## src/rtl/psum_accumulator.sv

```systemverilog
// Partial-sum accumulator behind a MAC array: bias plus tile_num dot products, one result per pixel.
// Optional PSUM_SAT_EN saturates each accumulation step instead of wrapping.
module psum_accumulator #(
  parameter int IN_DW  = 20,
  parameter int ACC_DW = 32,
  parameter int CNT_W  = 12
) (
  input  logic              clk,
  input  logic              rst,
  input  logic              i_start,
  input  logic [CNT_W-1:0]  i_tile_num,
  input  logic [ACC_DW-1:0] i_bias,
  input  logic              i_vld,
  input  logic [IN_DW-1:0]  i_dat,
  output logic              o_busy,
  output logic              o_vld,
  output logic [ACC_DW-1:0] o_dat,
  output logic              o_ovf
);

  typedef enum logic [1:0] {IDLE, ACC, OUT} state_e;

  state_e            state_q, state_d;
  logic [ACC_DW-1:0] acc_q, acc_d, dat_q, dat_d;
  logic [CNT_W-1:0]  cnt_q, cnt_d, tile_q, tile_d;
  logic              vld_q, vld_d, ovf_q, ovf_d;

  logic [ACC_DW-1:0] ext, sum_raw, sum;
  logic              step_ovf;

  assign ext      = ACC_DW'($signed(i_dat));
  assign sum_raw  = acc_q + ext;
  // Signed overflow: like-signed operands producing a result of the other sign.
  assign step_ovf = (acc_q[ACC_DW-1] == ext[ACC_DW-1]) &&
                    (sum_raw[ACC_DW-1] != acc_q[ACC_DW-1]);

`ifdef PSUM_SAT_EN
  localparam logic [ACC_DW-1:0] SAT_MAX = {1'b0, {(ACC_DW-1){1'b1}}};
  localparam logic [ACC_DW-1:0] SAT_MIN = {1'b1, {(ACC_DW-1){1'b0}}};
  assign sum = step_ovf ? (acc_q[ACC_DW-1] ? SAT_MIN : SAT_MAX) : sum_raw;
`else
  assign sum = sum_raw;
`endif

  always_comb begin
    state_d = state_q;
    acc_d   = acc_q;
    cnt_d   = cnt_q;
    tile_d  = tile_q;
    dat_d   = dat_q;
    vld_d   = 1'b0;
    ovf_d   = ovf_q;
    case (state_q)
      IDLE: begin
        if (i_start) begin
          tile_d  = (i_tile_num == '0) ? CNT_W'(1) : i_tile_num;
          acc_d   = i_bias;
          cnt_d   = '0;
          state_d = ACC;
        end else if (i_vld) begin
          ovf_d = 1'b1;
        end
      end
      ACC: begin
        if (i_vld) begin
          acc_d = sum;
          cnt_d = cnt_q + CNT_W'(1);
          if (step_ovf) ovf_d = 1'b1;
          if (cnt_q == tile_q - CNT_W'(1)) begin
            dat_d   = sum;
            vld_d   = 1'b1;
            state_d = OUT;
          end
        end
      end
      OUT: begin
        if (i_vld) ovf_d = 1'b1;
        // Accepting start here gives back-to-back pixels with no bubble.
        if (i_start) begin
          tile_d  = (i_tile_num == '0) ? CNT_W'(1) : i_tile_num;
          acc_d   = i_bias;
          cnt_d   = '0;
          state_d = ACC;
        end else begin
          state_d = IDLE;
        end
      end
      default: state_d = IDLE;
    endcase
  end

  always_ff @(posedge clk) begin
    if (rst) begin
      state_q <= IDLE;
      acc_q   <= '0;
      cnt_q   <= '0;
      tile_q  <= '0;
      dat_q   <= '0;
      vld_q   <= 1'b0;
      ovf_q   <= 1'b0;
    end else begin
      state_q <= state_d;
      acc_q   <= acc_d;
      cnt_q   <= cnt_d;
      tile_q  <= tile_d;
      dat_q   <= dat_d;
      vld_q   <= vld_d;
      ovf_q   <= ovf_d;
    end
  end

  assign o_busy = (state_q != IDLE);
  assign o_vld  = vld_q;
  assign o_dat  = dat_q;
  assign o_ovf  = ovf_q;

endmodule

```

## config.mk

```make
export PLATFORM = sky130hd
export DESIGN_NAME = psum_accumulator
export DESIGN_NICKNAME = d
export VERILOG_FILES = /design/src/rtl/psum_accumulator.sv
export SDC_FILE = /design/constraint.sdc
export NUM_CORES = 1
export LEC_CHECK = 0
export ABC_AREA = 1
export CAP_MARGIN = 5
export CORE_ASPECT_RATIO = 0.8
export CORE_MARGIN = 8
export CORE_UTILIZATION = 59
export CTS_CLUSTER_DIAMETER = 30
export DETAILED_ROUTE_END_ITERATION = 7
export GPL_TIMING_DRIVEN = 0
export PLACE_DENSITY = 0.93
export SYNTH_ARGS = -nofsm -noshare
export SYNTH_HDL_FRONTEND = slang
export SYNTH_SLANG_ARGS = --single-unit
```

## constraint.sdc

```tcl
create_clock -name clk -period 3.9 [get_ports clk]
set_input_delay 0.585 -clock clk [delete_from_list [all_inputs] [get_ports clk]]
set_output_delay 0.585 -clock clk [all_outputs]
set_load 0.02 [all_outputs]
```

# Yosys cells after proc, flatten, opt, wreduce, memory -nomap -nowiden
# Index checks and enable logic that the tools add are counted.
# Widths: inputs -> output; s select.
# classes
addsub	3
n_mul	0
div_mod_pow	0
n_lt_le_gt_ge	0
eq_ne	11
shifts	0
mux	18
bitwise_logic	2
n_reduce_logical	13
# op_table
operator	count
$mux 32	2
$pmux 32 s2	1
$mux 12	3
$add 32x32->32	1
$pmux 12 s2	1
$add 12x1->12 const B	1
$eq 12x12->1	1
$logic_not 12->1	1
$sub 12x1->12 const B	1
$ne 2x2->1 const B	5
$reduce_and 3->1	3
$mux 1	6
$mux 2	3
$pmux 2 s3	1
$reduce_and 4->1	1
$reduce_bool 2->1	2
$pmux 1 s3	1
$reduce_bool 3->1	1
$reduce_or 3->1	1
$eq 2x1->1 const B	1
$eq 2x2->1 const B	1
$logic_not 2->1	1
$ne 2x1->1 const B	1
$not 1->1	2
other kinds (5)	5
# word_totals
ff_bits	92
latch_bits	0
mem_bits_rw	0
rom_bits	0
out_inout_bits	35
elab_cells	54
mem_count	0

# Longest topological paths before layout
# Gate-level depths: netlist of the first run.
# logic_depth
ltp_word	6
ltp_mapped	17

# Worst setup path after synthesis of the first run
# OpenSTA, ideal clock, no wires.
# synth_timing
path_type	input-to-reg
from	in i_dat[0]
to	reg dat_q[22] (netlist: o_dat[22])
arrival_ps	2048
t_required_ps	3786
path_slack_ps	1739
path_stages	14
cell_sequence	ha_1 fa_1 nand3_1 nand2_1 nand3_1 nand2_1 nand2_1 nand2_1 nand2_1 nand2_1 nand2_1 nand2_1 o21bai_1 nor2_1
# synth_between
elab_chain_len	1
# synth_lines
element	line_no	source
start, declared	14	input logic [IN_DW-1:0] i_dat,
$add 32x32->32	32	assign sum_raw = acc_q + ext;
end signal, assigned	106	dat_q <= dat_d;
end, declared	24	logic [ACC_DW-1:0] acc_q, acc_d, dat_q, dat_d;
# No other way between the ends.
# A chain may end at the register's enable or synchronous reset.

# Final worst setup path of the first run
# layout_timing
from	in i_dat[19]
to	reg acc_q[26]
# layout_between
elab_chain_len	3
# layout_lines
element	line_no	source
$add 32x32->32	32	
$mux 32	65	if (i_vld) begin
$pmux 32 s2	53	case (state_q)
end signal, assigned	95	acc_q <= '0;
end signal, assigned	103	acc_q <= acc_d;
end, declared	24	
# No other way between the ends. The select of a mux whose other input is x is not followed.

==> results of run 1 <==
cells in the mapped netlist (6+ instances only):
cell type	n
nor3_1	13
clkbuf_1	15
nand2_1	341
o21bai_1	14
buf_1	7
nand3_1	75
nand3b_1	7
a21oi_1	83
xor2_1	7
inv_2	7
inv_1	153
ha_1	33
or2_2	7
xnor2_1	12
o21ai_0	43
nand4_1	6
nor2_1	129
dfxtp_1	92
cell usage in the layout, fill, tap and decap left out, types with 2 or more instances in the layout:
cell             count
nand3_2              2
nor2_1             129
nor2_2               5
nor3b_1              2
nor2_4               4
nand2_2              2
o21bai_1            14
clkdlybuf4s50_1    101
o211ai_1             3
clkbuf_8             3
nand3b_1             7
a31oi_1              3
xor2_1               7
o21a_1               3
or2_2                7
nor4_1               3
a21oi_1             83
nand4_1              6
nor3_1              13
buf_2                3
buf_1                7
nand2_1            341
inv_1              153
a21o_1               5
ha_1                33
buf_6                4
clkbuf_16            9
dfxtp_1             92
clkbuf_1            15
xnor2_1             12
inv_2                7
nand3_1             75
o21ai_0             43
where the power goes:
part / internal, W / total, W / leakage (nW) / switching (W)
Clock: 0.000528 / 0.000922 / 0.144 / 0.000394
Combinational: 0.000360 / 0.00100 / 3.02 / 0.000643
Sequential: 0.000993 / 0.00103 / 0.751 / 0.0000393
Total: 0.00188 / 0.00296 / 3.91 / 0.00108
per-stage QoR:
stage          power, W  setup WS (ns)  std cells  util, %
6_report        0.00296          0.955       1352     74.2
5_1_grt         0.00310          0.711       1352     74.2
4_1_cts         0.00293           1.03       1352     74.2
3_5_place_dp    0.00202          0.679       1338     71.5
3_3_place_gp    0.00200          0.687       1338     71.5
2_1_floorplan   0.00172           1.74       1093        -
layer usage:
layer	vias up	track usage, %	part of all wire [%]
li1	3656	-	-
met1	3260	39.6	46
met2	340	44.7	43
met3	37	5.80	9.1
met4	0	6.95	1.6
met5	-	0	0
state kept, by name, summed over array words and instances, names as in the netlist:
register	cells
acc_q	32
cnt_q	12
o_dat	32
o_ovf	1
o_vld	1
state_q	2
tile_q	12
layout make-up:
type / instances / area, sq um
buffer: 30 / 156
clock buffer: 11 / 253
clock inverter: 3 / 46.3
fill: 933 / 2810
inverter: 161 / 604
multi-input combinational: 810 / 3990
sequential: 92 / 1840
tap: 144 / 180
timing repair buffer: 101 / 1010
kinds of logic (layout without fill, tap and decap cells):
logic type	Yosys count	after routing	synth area share [%]
adders and majority gates	34	34	6.56
and+or+nand+nor	599	599	38.1
DFF	92	92	27.9
buffers and inverters	191	306	11.5
AOI/OAI and AO/OA	157	157	13.1
xor gates and xnor gates	20	20	2.77
critical path: cells and delay by family:
kind            cells  cell delay [ns]
buf+inv             2             0.81
simple gates        8             1.13
compound gates      1             0.13
fa+ha+maj           1             0.58
path summary, 6_finish.rpt:
| path | from | endpoint | slack (ns) | cells after the start |
|---|---|---|---|---|
| worst max register to register | tile_q[0] | o_dat[21] | 1.27 | 14 |
| worst min register to register | acc_q[29] | acc_q[29] | 0.47 | 2 |
| worst max-delay path | i_dat[19] | acc_q[26] | 0.95 | 12 |
| worst min-delay path | acc_q[29] | acc_q[29] | 0.47 | 2 |
==> flow_summary.toml, run 1 <==
[global_route]
grt_pass1_vias = 6798
overflow = 0
grt_pass1_wl_mm = 34.6
grtUsageTotal_pct = 28.7
grt_max_degree = 15
antenna_found_initial = 0

[cts]
tritoncts = "built"
clock_latency_ns = 0.35
cts_sinks = 92
hold_buffers = 0
cts.path.max_buffers = 2
root_buffer = "clkbuf_16"
post_cts_buffers = 0
cts_resized = 0
cts_buffers = 9
htreeDepth = 3
path_clk_slew_ns = 0.07

[final_layout]
final_nets = 1307
synthToLayoutAreaGrowth_pct = 22.6
drive_above_1_share_pct = 4.39
design_area_sq_um = 8090
antenna_cells = 0

[synthesis]
syn_area_per_cell_sq_um = 6.03
synth_largest_area_cell = "dfxtp_1"
ys_warn_count = 0
synth_area_leaders = "dfxtp_1 (28%), nand2_1 (19%), inv_1 (8.7%)"
synth_top_area_share_pct = 27.9
syn_inst = 1093
ys_async_sr_fraction_pct = 0
synth_area_sq_um = 6600
synth_edf_count = 0
synthDistinctLibCells = 40
synth_nets = 1195
ys_seq_elements = 92
synth-seq-area-share_pct = 27.9
ys.flop_type = "dfxtp_1"

[floorplan]
num_rows = 34
num_io_pins = 103
initial_core_util_pct = 60.6
die_height_um = 111
dieArea_sq_um = 14800
die_x_um = 134
core_sq_um = 10900

[flow_run]
cap_violations = 0

[timing]
slew_headroom_pct = 53.1
fin_hold_ws_ns = 0.474
setup_viol = 0
slew_viol_final = 0
worst_slew_pin_slew_ns = 0.703
skew_ns = 0.00932
fmax_mhz = 340
period_minus_slack_ns = 2.95
hold_viol = 0
finalCritPeriodShare_pct = 75.5
rsz0062_at_grt = "no"
tns_ns = 0

[detailed_routing]
final_antenna_net_count = 0
drc = 0
wl_per_cell_um = 16.1
dr.pass1.iters = 5
vias = 7293
wl_mm = 21.7
drtIter0Drc = 781
drt-vias-per-instance = 5.39

[worst_setup_path]
slowest_stage = "clkdlybuf4s50_1"
crit_chain = "clkdlybuf4s50_1, ha_1, nand2_1, nor2_1, inv_1, nor3_1, nand3_1, nand2_1, nand2_1, nand2_1, nand2_1, a21oi_1"
cp-end-kind = "register"
critPathMostFrequentCell = "nand2_1"
crit_required_ns = 4.18
critPathMaxFanout = 14
critical_path_arrival_ns = 3.23
worst_path_largest_cell_delay_ns = 0.74
critPathLaunchType = "input pin"
critPathKind = "in2reg"

[pwr]
cellLeakagePower_nw = 3.91
p_per_area_nw_per_um2 = 366
vdd_ir_drop_max_v = 0.000257

[outcome]
outcome = "complete, no violations"

[worst_hold_path]
hold_path.class = "reg2reg"

[place]
port_buffers = 101
place_area_sq_um = 7790
gp_congestion = 0.956
dp_hpwl_mm = 17.1
Power figures use the tool's default switching activity.
==> run 2, diff against run 1 <==
--- a/config.mk
+++ b/config.mk
@@ -9,11 +9,11 @@
 export CAP_MARGIN = 5
 export CORE_ASPECT_RATIO = 0.8
 export CORE_MARGIN = 8
-export CORE_UTILIZATION = 59
+export CORE_UTILIZATION = 55
 export CTS_CLUSTER_DIAMETER = 30
 export DETAILED_ROUTE_END_ITERATION = 7
 export GPL_TIMING_DRIVEN = 0
-export PLACE_DENSITY = 0.93
+export PLACE_DENSITY = 0.88
 export SYNTH_ARGS = -nofsm -noshare
 export SYNTH_HDL_FRONTEND = slang
 export SYNTH_SLANG_ARGS = --single-unit
==> constraint.sdc (replaced) <==
create_clock -name clk -period 2.95 [get_ports clk]
set_input_delay 0.4425 -clock clk [delete_from_list [all_inputs] [get_ports clk]]
set_output_delay 0.4425 -clock clk [all_outputs]
set_load 0.02 [all_outputs]
==> run 2 against run 1 <==
First-iteration DRC count shrank 3.5%. Sequential share of layout area shrank 0.19 points. Clock-buffer cell count shrank 1. Sequential power grew 32%. Clock skew shrank 0.0033 ns. Register-to-register slack lost 0.89 ns. Critical path type is now reg2reg. Highest routed layer unchanged.
==> flow_summary.toml, run 2 (synthesized netlist as in run 1, its figures left out) <==
[timing]
slew_viol_final = 0
skew_ns = 0.00602
hold_viol = 0
slew_headroom_pct = 49.9
rsz0062_at_grt = "no"
fmax_mhz = 389
fin_hold_ws_ns = 0.472
setup_ws_ns = 0.382
setup_viol = 0
finalCritPeriodShare_pct = 87.0
worst_slew_pin_slew_ns = 0.751
period_minus_slack_ns = 2.57

[floorplan]
core_sq_um = 11600
die_x_um = 138
num_io_pins = 103
die_height_um = 114
dieArea_sq_um = 15800
num_rows = 35
initial_core_util_pct = 56.8

[detailed_routing]
vias = 7259
wl_mm = 21.3
dr.pass1.iters = 5
drtIter0Drc = 754
drc = 0
drt-vias-per-instance = 5.35
final_antenna_net_count = 0
wl_per_cell_um = 15.7

[worst_setup_path]
worst_path_largest_cell_delay_ns = 0.34
reg2reg_from = "tile_q[0]"
rr_endpoint = "o_dat[21]"
critPathKind = "reg2reg"
rr_worst_depth = 14
critPathMaxFanout = 10
cp-end-kind = "register"
slowest_stage = "dfxtp_1"
reg2reg_slack_ns = 0.38
cp_num_buf_inv = 2
critical_path_arrival_ns = 2.81
crit_chain = "inv_1, ha_1, nand2_1, nor2_2, nand2_1, nor2_1, nand3_1, a21oi_1, nand3_1, nor2_4, buf_6, nand3_1, nand2_1, nor2_1"
crit_family = "simple AND/OR/NAND/NOR gates"
crit_required_ns = 3.19
critPathLaunchType = "register"

[pwr]
finalPower_w = 0.00409
p_per_area_nw_per_um2 = 502
vdd_ir_drop_max_v = 0.000339
cellLeakagePower_nw = 3.95

[worst_hold_path]
hold_depth = 2
hold_path.class = "reg2reg"
hold_path_end = "acc_q[28]"
hp-start = "acc_q[28]"

[cts]
cts_sinks = 92
tritoncts = "built"
cts_buffers = 9
path_clk_slew_ns = 0.07
root_buffer = "clkbuf_16"
clock_latency_ns = 0.34
cts.path.max_buffers = 2
htreeDepth = 3
hold_buffers = 0

[final_layout]
drive_above_1_share_pct = 4.63
synthToLayoutAreaGrowth_pct = 23.6
final_common_cell = "nand2_1"
design_area_sq_um = 8150
final_nets = 1307
antenna_cells = 0
mostFrequentLayoutCells = "nand2_1 (341), inv_1 (153), nor2_1 (129), clkdlybuf4s50_1 (100), dfxtp_1 (92)"

[place]
port_buffers = 101
gp_congestion = 1.01
place_area_sq_um = 7790
dpl_worst_slack_ns = -0.189
dp_hpwl_mm = 16.6

[outcome]
outcome = "complete, no violations"

[flow_run]
cap_violations = 0

[global_route]
grt_pass1_vias = 6658
grt_pass1_wl_mm = 33.4
overflow = 0
antenna_found_initial = 0
grtUsageTotal_pct = 26.0
grt_max_degree = 17
run 2: layout make-up:
class                      instances  area (sq um)
multi-input combinational        810          4000
fill                            1047          3450
sequential                        92          1840
timing repair buffer             101          1010
inverter                         161           604
clock buffer                      10           239
tap                              148           185
buffer                            30           156
clock inverter                     6           119
run 2: routing by layer:
layer  GRT usage, %  up-vias  part of all wire (%)
li1               -     3672                     -
met1           36.0     3205                    47
met2           40.2      348                    42
met3           5.15       34                   9.3
met4           7.15        0                   1.7
met5              0        -                     0
run 2: what timing repair did:
item	CTS	global route
gates resized for setup	0	2
endpoints found under the setup margin	0	2
setup buffers	0	0
run 2: power by group:
group / total [W] / switching (W) / internal (W)
Sequential: 0.00136 / 0.0000515 / 0.00131
Clock: 0.00141 / 0.000542 / 0.000863
Combinational: 0.00132 / 0.000848 / 0.000476
Total: 0.00409 / 0.00144 / 0.00265
run 2: worst register-to-register path, stage by stage, from the launching register on:
cell	delay, ns
dfxtp_1	0.34
inv_1	0.12
ha_1	0.25
nand2_1	0.11
nor2_2	0.11
nand2_1	0.07
nor2_1	0.21
nand3_1	0.13
a21oi_1	0.23
nand3_1	0.15
nor2_4	0.25
buf_6	0.19
nand3_1	0.14
nand2_1	0.11
nor2_1	0.05
run 2: how the worst max path moves through the flow:
| stage | start | to | slack, ns | cells past startpoint |
|---|---|---|---|---|
| floorplan | i_dat[0] | o_dat[22] | 0.93 | 14 |
| global placement | i_dat[19] | acc_q[31] | -0.15 | 12 |
| detailed placement | i_dat[19] | acc_q[31] | -0.19 | 12 |
| CTS | i_dat[19] | o_ovf | 0.15 | 13 |
| global route | tile_q[0] | o_dat[21] | 0.25 | 14 |
| finish | tile_q[0] | o_dat[21] | 0.38 | 14 |
run 2: through the flow:
| stage | cells | TNS [ns] | utilization [%] |
|---|---|---|---|
| finish | 1358 | 0 | 70.3 |
| global route | 1358 | 0 | 70.3 |
| CTS | 1358 | 0 | 70.2 |
| detailed placement | 1342 | -1.11 | 67.1 |
| global placement | 1342 | -0.980 | 67.1 |
| floorplan | 1093 | 0 | - |
==> run 3, diff against run 2 <==
--- a/config.mk
+++ b/config.mk
@@ -9,11 +9,11 @@
 export CAP_MARGIN = 5
 export CORE_ASPECT_RATIO = 0.8
 export CORE_MARGIN = 8
-export CORE_UTILIZATION = 55
+export CORE_UTILIZATION = 32
 export CTS_CLUSTER_DIAMETER = 30
 export DETAILED_ROUTE_END_ITERATION = 7
 export GPL_TIMING_DRIVEN = 0
-export PLACE_DENSITY = 0.88
+export PLACE_DENSITY = 0.59
 export SYNTH_ARGS = -nofsm -noshare
 export SYNTH_HDL_FRONTEND = slang
 export SYNTH_SLANG_ARGS = --single-unit
==> run 3 against run 2 <==
Register-to-register slack lost 0.10 ns. Highest routed layer is now met5. Worst setup slack got worse by 0.10 ns. Total power shrank 4.6%. Cell count up 8.9%. Critical path type unchanged. Global-route usage shrank 7.8 points. Clock skew increased by 0.0082 ns. Via count down 4.9%.
==> flow_summary.toml, run 3 (synthesized netlist as in run 1, its figures left out) <==
[detailed_routing]
dr.pass1.iters = 5
final_antenna_net_count = 0
wl_per_cell_um = 15.6
drtIter0Drc = 463
wl_mm = 23.0
vias = 6904
drc = 0
drt-vias-per-instance = 4.67

[worst_setup_path]
critPathLaunchType = "register"
rr_worst_depth = 14
cp-end-kind = "register"
critPathMaxFanout = 10
critPathKind = "reg2reg"
crit_required_ns = 3.21
critical_path_arrival_ns = 2.93

[timing]
skew_ns = 0.0142
worst_slew_pin_slew_ns = 0.823
finalCritPeriodShare_pct = 90.6
hold_viol = 0
slew_headroom_pct = 45.1
fin_hold_ws_ns = 0.471
slew_viol_final = 0
rsz0062_at_grt = "no"
setup_viol = 0
tns_ns = 0
period_minus_slack_ns = 2.67
fmax_mhz = 374

[global_route]
grt_pass1_wl_mm = 36.1
grtUsageMet3_pct = 4.33
grt_pass1_vias = 6614
overflow = 0
antenna_found_initial = 0
busiest_layer = "met2"
grt_max_degree = 16
met1_usage_pct = 26.1
met2_usage_pct = 26.9
grtUsageTotal_pct = 18.2

[final_layout]
antenna_cells = 0
design_area_sq_um = 8240
final_nets = 1307
drive_above_1_share_pct = 4.46
final_common_cell = "nand2_1"
mostFrequentLayoutCells = "nand2_1 (341), inv_1 (153), nor2_1 (129), clkdlybuf4s50_1 (100), dfxtp_1 (92)"
synthToLayoutAreaGrowth_pct = 24.9

[floorplan]
dieArea_sq_um = 25500
core_sq_um = 20500
num_io_pins = 103
initial_core_util_pct = 32.2
die_height_um = 144
die_x_um = 177
num_rows = 47

[cts]
cts_buffers = 9
clock_latency_ns = 0.37
htreeDepth = 3
post_cts_buffers = 0
root_buffer = "clkbuf_16"
cts_sinks = 92
cts.path.max_buffers = 2
tritoncts = "built"
path_clk_slew_ns = 0.07

[worst_hold_path]
hold_depth = 2
hold_path.class = "reg2reg"

[pwr]
vdd_ir_drop_max_v = 0.000229
finalPower_w = 0.00391
cellLeakagePower_nw = 3.92
p_per_area_nw_per_um2 = 474

[flow_run]
cap_violations = 0

[place]
dp_hpwl_mm = 18.6
port_buffers = 101
place_area_sq_um = 7940
gp_congestion = 0.940

[outcome]
outcome = "complete, no violations"
==> run 3: per-layer routing <==
metal / wire length [um] / vias up
li1: - / 3666
met1: 12200 / 3053
met2: 9120 / 165
met3: 1370 / 18
met4: 255 / 2
met5: 67 / -
==> run 3: final timing paths <==
check | slack [ns] | endpoint | from
worst max-delay path | 0.28 | o_dat[21] | tile_q[0]
worst min-delay path | 0.47 | acc_q[18] | acc_q[18]
worst max register to register | 0.28 | o_dat[21] | tile_q[0]
worst min register to register | 0.47 | acc_q[18] | acc_q[18]
==> run 3: per-stage QoR <==
stage	util (%)	setup WS, ns	instances
after floorplan	-	0.931	1093
after global placement	38.8	-0.300	1463
after detailed placement	38.8	-0.267	1463
after CTS	40.2	0.116	1479
after global routing	40.3	0.0474	1479
final	40.3	0.278	1479
==> run 3: what timing repair did <==
action | CTS | global route
endpoints found under the setup margin | 0 | 9
gates resized for setup | 0 | 1
hold buffers | 0 | 0
==> run 3: critical path, cell delays in order, from the launching register on <==
cell and delay [ns]:
dfxtp_1 0.34, inv_1 0.12, ha_1 0.25, nand2_1 0.11, nor2_2 0.14, nand2_1 0.09, nor2_1 0.21, nand3_1 0.13
a21oi_1 0.24, nand3_1 0.15, nor2_4 0.27, buf_6 0.20, nand3_1 0.15, nand2_1 0.12, nor2_1 0.05
==> run 3: area by class of cell <==
cell class | instances | area, sq um
Clock buffer | 10 | 229
Tap cell | 269 | 337
Inverter | 161 | 604
Clock inverter | 6 | 63.8
Buffer | 30 | 156
Sequential cell | 92 | 1840
Timing Repair Buffer | 101 | 1010
Fill cell | 2240 | 12200
Multi-Input combinational cell | 810 | 3990
==> run 3: power by group <==
| group | switching [W] | internal (W) |
|---|---|---|
| Clock | 0.000562 | 0.000659 |
| Sequential | 0.0000483 | 0.00131 |
| Combinational | 0.000851 | 0.000476 |
